[config.mk]
export PLATFORM = sky130hd
export DESIGN_NAME = phase_shift_loader
export DESIGN_NICKNAME = d
export VERILOG_FILES = /design/src/rtl/phase_shift_loader.sv
export SDC_FILE = /design/constraint.sdc
export NUM_CORES = 1
export LEC_CHECK = 0
export ABC_AREA = 1
export CORE_MARGIN = 5
export CORE_UTILIZATION = 55
export CTS_BUF_LIST = sky130_fd_sc_hd__clkbuf_4
export CTS_CLUSTER_SIZE = 28
export DETAILED_ROUTE_END_ITERATION = 16
export GPL_TIMING_DRIVEN = 0
export PLACE_DENSITY = 0.81
export SYNTH_ARGS = -nofsm -noshare
export SYNTH_HDL_FRONTEND = slang
export SYNTH_SLANG_ARGS = --single-unit
[constraint.sdc]
create_clock -name clk -period 3.2 [get_ports clk]
set_clock_uncertainty 0.05 [all_clocks]
set_input_delay 0.48 -clock clk [delete_from_list [all_inputs] [get_ports clk]]
set_output_delay 0.48 -clock clk [all_outputs]
set_load 0.02 [all_outputs]
[src/rtl/phase_shift_loader.sv]
// Phase-shifter frame loader: fetches one LUT phase word per element and shifts it out serially, then strobes sle.
// Build option: PHASE_SHIFT_LOADER_PARITY_EN appends an odd-parity bit to every word.
module phase_shift_loader #(
  parameter int NUM_ELEM = 16,
  parameter int SCLK_DIV = 2
) (
  input  logic       clk,
  input  logic       rst_n,
  input  logic       start,
  input  logic [5:0] teta_in,
  output logic       busy,
  output logic       done,
  output logic       lut_en,
  output logic [5:0] lut_teta,
  output logic [3:0] lut_piv,
  input  logic [4:0] lut_phase,
  output logic       sclk,
  output logic       sdata,
  output logic       sle
);

  // state  | meaning
  // IDLE   | waiting for start
  // FETCH  | two cycles: LUT enabled, then phase word captured
  // SHIFT  | serialising the current word, MSB first
  // LATCH  | sle strobe with sclk low
  // DONE   | one-cycle done pulse

`ifdef PHASE_SHIFT_LOADER_PARITY_EN
  localparam int W = 6;
`else
  localparam int W = 5;
`endif

  localparam logic [3:0] PIV_LAST = 4'(NUM_ELEM - 1);
  localparam logic [8:0] HALF_TC  = 9'(SCLK_DIV - 1);
  localparam logic [8:0] LATCH_TC = 9'(2 * SCLK_DIV - 1);
  localparam logic [2:0] LAST_BIT = 3'(W - 1);

  typedef enum logic [2:0] {S_IDLE, S_FETCH, S_SHIFT, S_LATCH, S_DONE} state_t;

  state_t         state;
  logic [W-1:0]   shreg;
  logic [W-1:0]   word_in;
  logic [8:0]     tmr;
  logic [2:0]     bit_cnt;
  logic           fetch2;

`ifdef PHASE_SHIFT_LOADER_PARITY_EN
  assign word_in = {lut_phase, ~^lut_phase};
`else
  assign word_in = lut_phase;
`endif

  always_ff @(posedge clk or negedge rst_n) begin
    if (!rst_n) begin
      state    <= S_IDLE;
      busy     <= 1'b0;
      done     <= 1'b0;
      lut_en   <= 1'b0;
      lut_teta <= '0;
      lut_piv  <= '0;
      sclk     <= 1'b0;
      sdata    <= 1'b0;
      sle      <= 1'b0;
      shreg    <= '0;
      tmr      <= '0;
      bit_cnt  <= '0;
      fetch2   <= 1'b0;
    end else begin
      case (state)
        S_IDLE: begin
          done <= 1'b0;
          if (start) begin
            lut_teta <= teta_in;
            lut_piv  <= PIV_LAST;
            busy     <= 1'b1;
            lut_en   <= 1'b1;
            fetch2   <= 1'b0;
            state    <= S_FETCH;
          end
        end
        S_FETCH: begin
          if (!fetch2) begin
            fetch2 <= 1'b1;
          end else begin
            fetch2  <= 1'b0;
            lut_en  <= 1'b0;
            shreg   <= word_in;
            sdata   <= word_in[W-1];
            bit_cnt <= LAST_BIT;
            tmr     <= HALF_TC;
            state   <= S_SHIFT;
          end
        end
        S_SHIFT: begin
          if (tmr != '0) begin
            tmr <= tmr - 9'd1;
          end else if (!sclk) begin
            sclk <= 1'b1;
            tmr  <= HALF_TC;
          end else begin
            // falling sclk edge: next bit (or next element) is set up while sclk is low
            sclk <= 1'b0;
            tmr  <= HALF_TC;
            if (bit_cnt != '0) begin
              bit_cnt <= bit_cnt - 3'd1;
              shreg   <= {shreg[W-2:0], 1'b0};
              sdata   <= shreg[W-2];
            end else if (lut_piv == '0) begin
              sle   <= 1'b1;
              sdata <= 1'b0;
              tmr   <= LATCH_TC;
              state <= S_LATCH;
            end else begin
              lut_piv <= lut_piv - 4'd1;
              lut_en  <= 1'b1;
              state   <= S_FETCH;
            end
          end
        end
        S_LATCH: begin
          if (tmr != '0) begin
            tmr <= tmr - 9'd1;
          end else begin
            sle   <= 1'b0;
            busy  <= 1'b0;
            done  <= 1'b1;
            state <= S_DONE;
          end
        end
        S_DONE: begin
          done  <= 1'b0;
          state <= S_IDLE;
        end
        default: state <= S_IDLE;
      endcase
    end
  end

endmodule

==> flow_summary.yaml, run 1 <==
finish:
  final_nets: 302
  postLayoutCoreUtil: 0.699
  layout-drive-gt1-share: 0.120
  area_delta_synth_final_pct: 19.7
  instances_no_fill: 329
  final_common_cell: "nand2_1"
  final_cell_mix: "72 x nand2_1, 36 x dfrtp_1, 33 x inv_1"
  diodes: 0
  postLayoutCellArea_sq_um: 2390
yosys:
  synth_cell_type_count: 28
  syn_area_per_cell_sq_um: 8.08
  ys_seq_area_frac: 0.451
  synth-seq-cells: 36
  syn_nets: 266
  syn_area_sq_um: 2000
  yosys_warnings: 0
  syn_inst: 247
floorplanning:
  die_area_sq_um: 4930
  die_h_microns: 70.2
  rows: 21
  core_area_sq_um: 3420
  die_x_microns: 70.2
  io_pins: 30
  initial_core_util: 0.584
clocking:
  clk_latency_ps: 340
  cts_htree_levels: 2
  cts_buffers: 5
  clockBufferDepth: 2
  clkSlewWorstSetupHoldPaths_ps: 110
  tritoncts: "built"
  cts_sinks: 36
  post-cts-setup-buffers: 0
  cts_hold_buffers: 0
  cts_root_buffer: "clkbuf_4"
  post_cts_resized: 0
timing:
  max_slew.worst_pin.slew_ps: 775
  setup_slack_ps: 1200
  grt_setup_unrepaired: "no"
  period_share: 0.624
  relSlewSlack: 0.483
  hold_violations: 0
  drv_slew: 0
  finalSetupTns_ps: 0
  fin_crit_ps: 2000
  holdWs_ps: 157
  max_freq_mhz: 501
  setup_viol: 0
drt:
  post_drt_wl_per_cell_microns: 11.9
  drc_errors: 0
  drtPass1Iterations: 4
  drt_wl_total_mm: 3.93
  ant_nets: 0
  viasPerCell: 5.10
  drtIter0Drc: 141
  vias: 1678
grt:
  use_met2: 0.288
  met3_usage: 0.0488
  antenna_found_initial: 0
  busiest_layer: "met2"
  grt_pass1_wl_mm: 7.07
  grt_max_degree: 37
  grt_pass1_vias: 1589
  met1_usage: 0.229
  grt-ovfl-total: 0
  track_usage: 0.176
outcome:
  status: "finished clean"
power_and_ir_drop:
  p_leak_nw: 1.23
  peakVddDrop_mv: 0.624
  finalPower_mw: 2.65
  power_density_nw_per_um2: 1110
worst_setup_path:
  critical_path.startpoint_type: "register"
  cp-end-kind: "register"
  critPathMaxFanout: 10
  r2r-start: "tmr[0]$_DFFE_PN0P_"
  critical_path_required_ps: 3380
  critPathArrivalTime_ps: 2180
  worst-setup-path-type: "reg -> reg"
  crit_start: "tmr[0]$_DFFE_PN0P_"
flow_run:
  cap_violations: 0
place:
  dpl-instance-area_sq_um: 2340
  place_inst: 322
  gp_congestion: 0.866
  io_buffers: 29
  pre_cts_slack_ps: 1250
  hpwl_mm: 3.00
worst_hold_path:
  hp-class: "in -> async"
## state kept, by name, indices dropped and copies added, names as in the netlist
| signal | count |
|---|---|
| state | 3 |
| lut_teta | 6 |
| sle | 1 |
| sdata | 1 |
| shreg | 4 |
| lut_piv | 4 |
| bit_cnt | 3 |
| sclk | 1 |
| busy | 1 |
| fetch2 | 1 |
| done | 1 |
| tmr | 9 |
| lut_en | 1 |
## layer usage
layer / up-vias / share of wire
met3: 7 / 0.040
met4: 0 / 0.012
met5: - / 0
li1: 859 / -
met2: 25 / 0.49
met1: 787 / 0.46
## cells by family (layout without fill, tap and decap cells)
group           count (synthesis)  count (layout)  share of synthesized area
compound gates                 31              31                      0.102
xor+xnor                        6               6                     0.0263
fa+ha+maj                       5               5                     0.0313
buf+inv                        37              73                     0.0759
flops                          36              36                      0.451
mux                             9               9                     0.0489
simple gates                  123             123                      0.264
## cell type report
class / instances / area, sq um
Multi-Input combinational cell: 174 / 943
Sequential cell: 36 / 901
Inverter: 34 / 128
Timing Repair Buffer: 29 / 285
Tap cell: 46 / 57.6
Buffer: 3 / 23.8
Clock inverter: 1 / 5.00
Clock buffer: 6 / 45.0
Fill cell: 282 / 1030
## critical path: stages, from the launching register on
cell and delay, ps:
dfrtp_1 400, inv_1 80, ha_1 220, nand2_1 70
nor2_1 110, nand3_2 190, nand2_1 250, nand3_2 190
buf_6 190, nand3_1 70, nand2_1 60
## synthesized netlist by cell type, drive strengths merged
master | count | share of area
ha | 5 | 0.031
a21boi | 1 | 0.0038
dfrtp | 36 | 0.45
nand2 | 73 | 0.14
inv | 34 | 0.064
nand3b | 2 | 0.0075
nor3 | 3 | 0.0075
o21ai | 22 | 0.068
mux2i | 3 | 0.015
nand3 | 13 | 0.038
nand4 | 2 | 0.0063
a21oi | 2 | 0.0050
or2 | 3 | 0.0094
xor2 | 6 | 0.026
o21bai | 2 | 0.0075
nor2 | 27 | 0.057
mux2 | 6 | 0.034
o2111ai | 4 | 0.018
buf | 3 | 0.012
## path summary, 6_finish.rpt
kind	to	slack, ps	cells after the start
max in group asynchronous	shreg[3]$_DFFE_PN0P_	2450	1
worst min register to register	busy$_DFFE_PN0P_	430	2
min in group clk	busy$_DFFE_PN0P_	430	2
worst max-delay path	sdata$_DFFE_PN0P_	1200	10
worst max register to register	sdata$_DFFE_PN0P_	1200	10
worst min-delay path	tmr[4]$_DFFE_PN0P_	160	1
## power breakdown
group,switching [mW],internal [mW],leakage (nW)
Combinational,0.966,0.637,0.752
Clock,0.143,0.0894,0.0315
Sequential,0.152,0.665,0.447
No activity file was read; power rests on OpenSTA's default activity.
==> inputs of run 2 (changes only) <==
Settings changed: CORE_UTILIZATION 55 to 50, PLACE_DENSITY 0.81 to 0.78.
Clock period 3.2 ns to 1.7 ns, I/O delays scaled along.
==> flow_summary.yaml, run 2 (synthesis results as in run 1) <==
place:
  hpwl_mm: 2.94
  dpl-instance-area_sq_um: 2350
  io_buffers: 29
  gp_congestion: 0.885
finish:
  area_delta_synth_final_pct: 32.7
  multi_input_area_sq_um: 1070
  largest_register_ffs: 9
  final_common_cell: "nand2_1"
  postLayoutCoreUtil: 0.672
  final_cell_mix: "67 x nand2_1, 33 x dfrtp_1, 29 x inv_1"
  final_nets: 315
  regMostFlops: "tmr"
  seq_area_sq_um: 905
  num-fill-cells: 310
  layout-drive-gt1-share: 0.233
  reg.largest.list: "tmr (9), lut_teta (6)"
  postLayoutCellArea_sq_um: 2650
  diodes: 0
power_and_ir_drop:
  netSwitchingFraction: 0.477
  combPwrFrac: 0.650
  seq_power_share: 0.271
  clkPwrFrac: 0.079
  p_int_mw: 3.04
  peakVddDrop_mv: 1.07
  switchingPower_mw: 2.78
  p_leak_nw: 1.34
  finalPower_mw: 5.82
  power_density_nw_per_um2: 2200
drt:
  drtPass1Iterations: 4
  vias: 1755
  viasPerCell: 5.07
  drc_errors: 0
  drt_wl_total_mm: 4.55
  drtIter0Drc: 67
  ant_nets: 0
  post_drt_wl_per_cell_microns: 13.2
clocking:
  cts_buffers: 5
  cts_root_buffer: "clkbuf_4"
  clk_latency_ps: 350
  clockBufferDepth: 2
  cts_sinks: 36
  tritoncts: "built"
  clkSlewWorstSetupHoldPaths_ps: 110
  cts_htree_levels: 2
floorplanning:
  io_pins: 30
  initial_core_util: 0.506
  core_area_sq_um: 3940
  die_area_sq_um: 5350
  die_x_microns: 73.2
  die_h_microns: 73.2
  rows: 23
grt:
  grt_pass1_wl_mm: 7.02
  track_usage: 0.170
  grt_pass1_vias: 1602
  grt-ovfl-total: 0
  grt_max_degree: 37
  antenna_found_initial: 0
worst_setup_path:
  critical_path_required_ps: 1890
  critPathArrivalTime_ps: 1850
  critical_path.startpoint_type: "register"
  critPathMaxFanout: 7
  cp-end-kind: "register"
  worst-setup-path-type: "reg -> reg"
outcome:
  status: "finished clean"
timing:
  finalSetupTns_ps: 0
  setup_viol: 0
  max_freq_mhz: 604
  relSlewSlack: 0.465
  max_slew.worst_pin.slew_ps: 802
  hold_violations: 0
  fin_crit_ps: 1660
  period_share: 0.974
  grt_setup_unrepaired: "yes"
  drv_slew: 0
worst_hold_path:
  hp-class: "in -> reg"
flow_run:
  cap_violations: 0
[run 2: worst max-delay path, cell delays in order (launching register included)]
cell,delay [ps]
dfrtp_1,420
inv_2,90
ha_4,160
nand2_4,50
nor2_4,110
nand3_4,110
nand2_4,140
nand3_4,130
buf_8,160
nand3_2,50
nand2_1,60
[run 2: worst paths after layout]
path                               startpoint                     end  slack, ps  cells past startpoint
setup / recovery           tmr[0]$_DFFE_PN0P_       sdata$_DFFE_PN0P_         40                     10
hold / removal                   lut_phase[0]    shreg[0]$_DFFE_PN0P_        400                      3
setup reg to reg           tmr[0]$_DFFE_PN0P_       sdata$_DFFE_PN0P_         40                     10
hold reg to reg            fetch2$_DFFE_PN0P_      fetch2$_DFFE_PN0P_        430                      2
max in group asynchronous               rst_n      tmr[3]$_DFFE_PN0P_        580                      2
min in group asynchronous               rst_n  lut_piv[0]$_DFFE_PN0P_        470                      2
[run 2: cell type report]
cell class | instances | share of cell area
tap | 50 | 0.0236
buffer | 3 | 0.0104
clock inverter | 1 | 0.00189
multi-input combinational | 175 | 0.405
clock buffer | 6 | 0.0170
sequential | 36 | 0.342
inverter | 34 | 0.0482
timing repair buffer | 41 | 0.152
[run 2: per-stage QoR]
step           worst slack (ps)  hold WS (ps)  std cells
2_1_floorplan              29.4         -90.6        247
3_3_place_gp               -495           398        326
3_5_place_dp               -276           336        326
4_1_cts                   -12.5           406        337
5_1_grt                   -30.1           436        346
6_report                   44.1           405        346
[run 2: power by group through the flow]
stage               clock, mW  combinational [mW]  sequential [mW]
global route            0.502                4.14             1.63
finish                  0.461                3.78             1.58
CTS                     0.468                3.24             1.54
floorplan                   0                1.95             1.74
global placement            0                2.98             1.53
detailed placement          0                3.03             1.55
[run 2: metal layers]
layer  vias to the layer above  wire [microns]  global-route usage
met2                        37            2290               0.290
met1                       827            1990               0.204
met4                         0              59              0.0594
met3                         8             215              0.0468
li1                        883               -                   -
met5                         -               0                   0
[run 2: repair_timing]
action,4_1_cts,5_1_grt
hold endpoints to repair,36,0
hold buffers,1,0
gates resized for setup,15,28
cloned,0,2
setup endpoints to repair,28,24
setup buffers,3,7
pin swaps,2,12
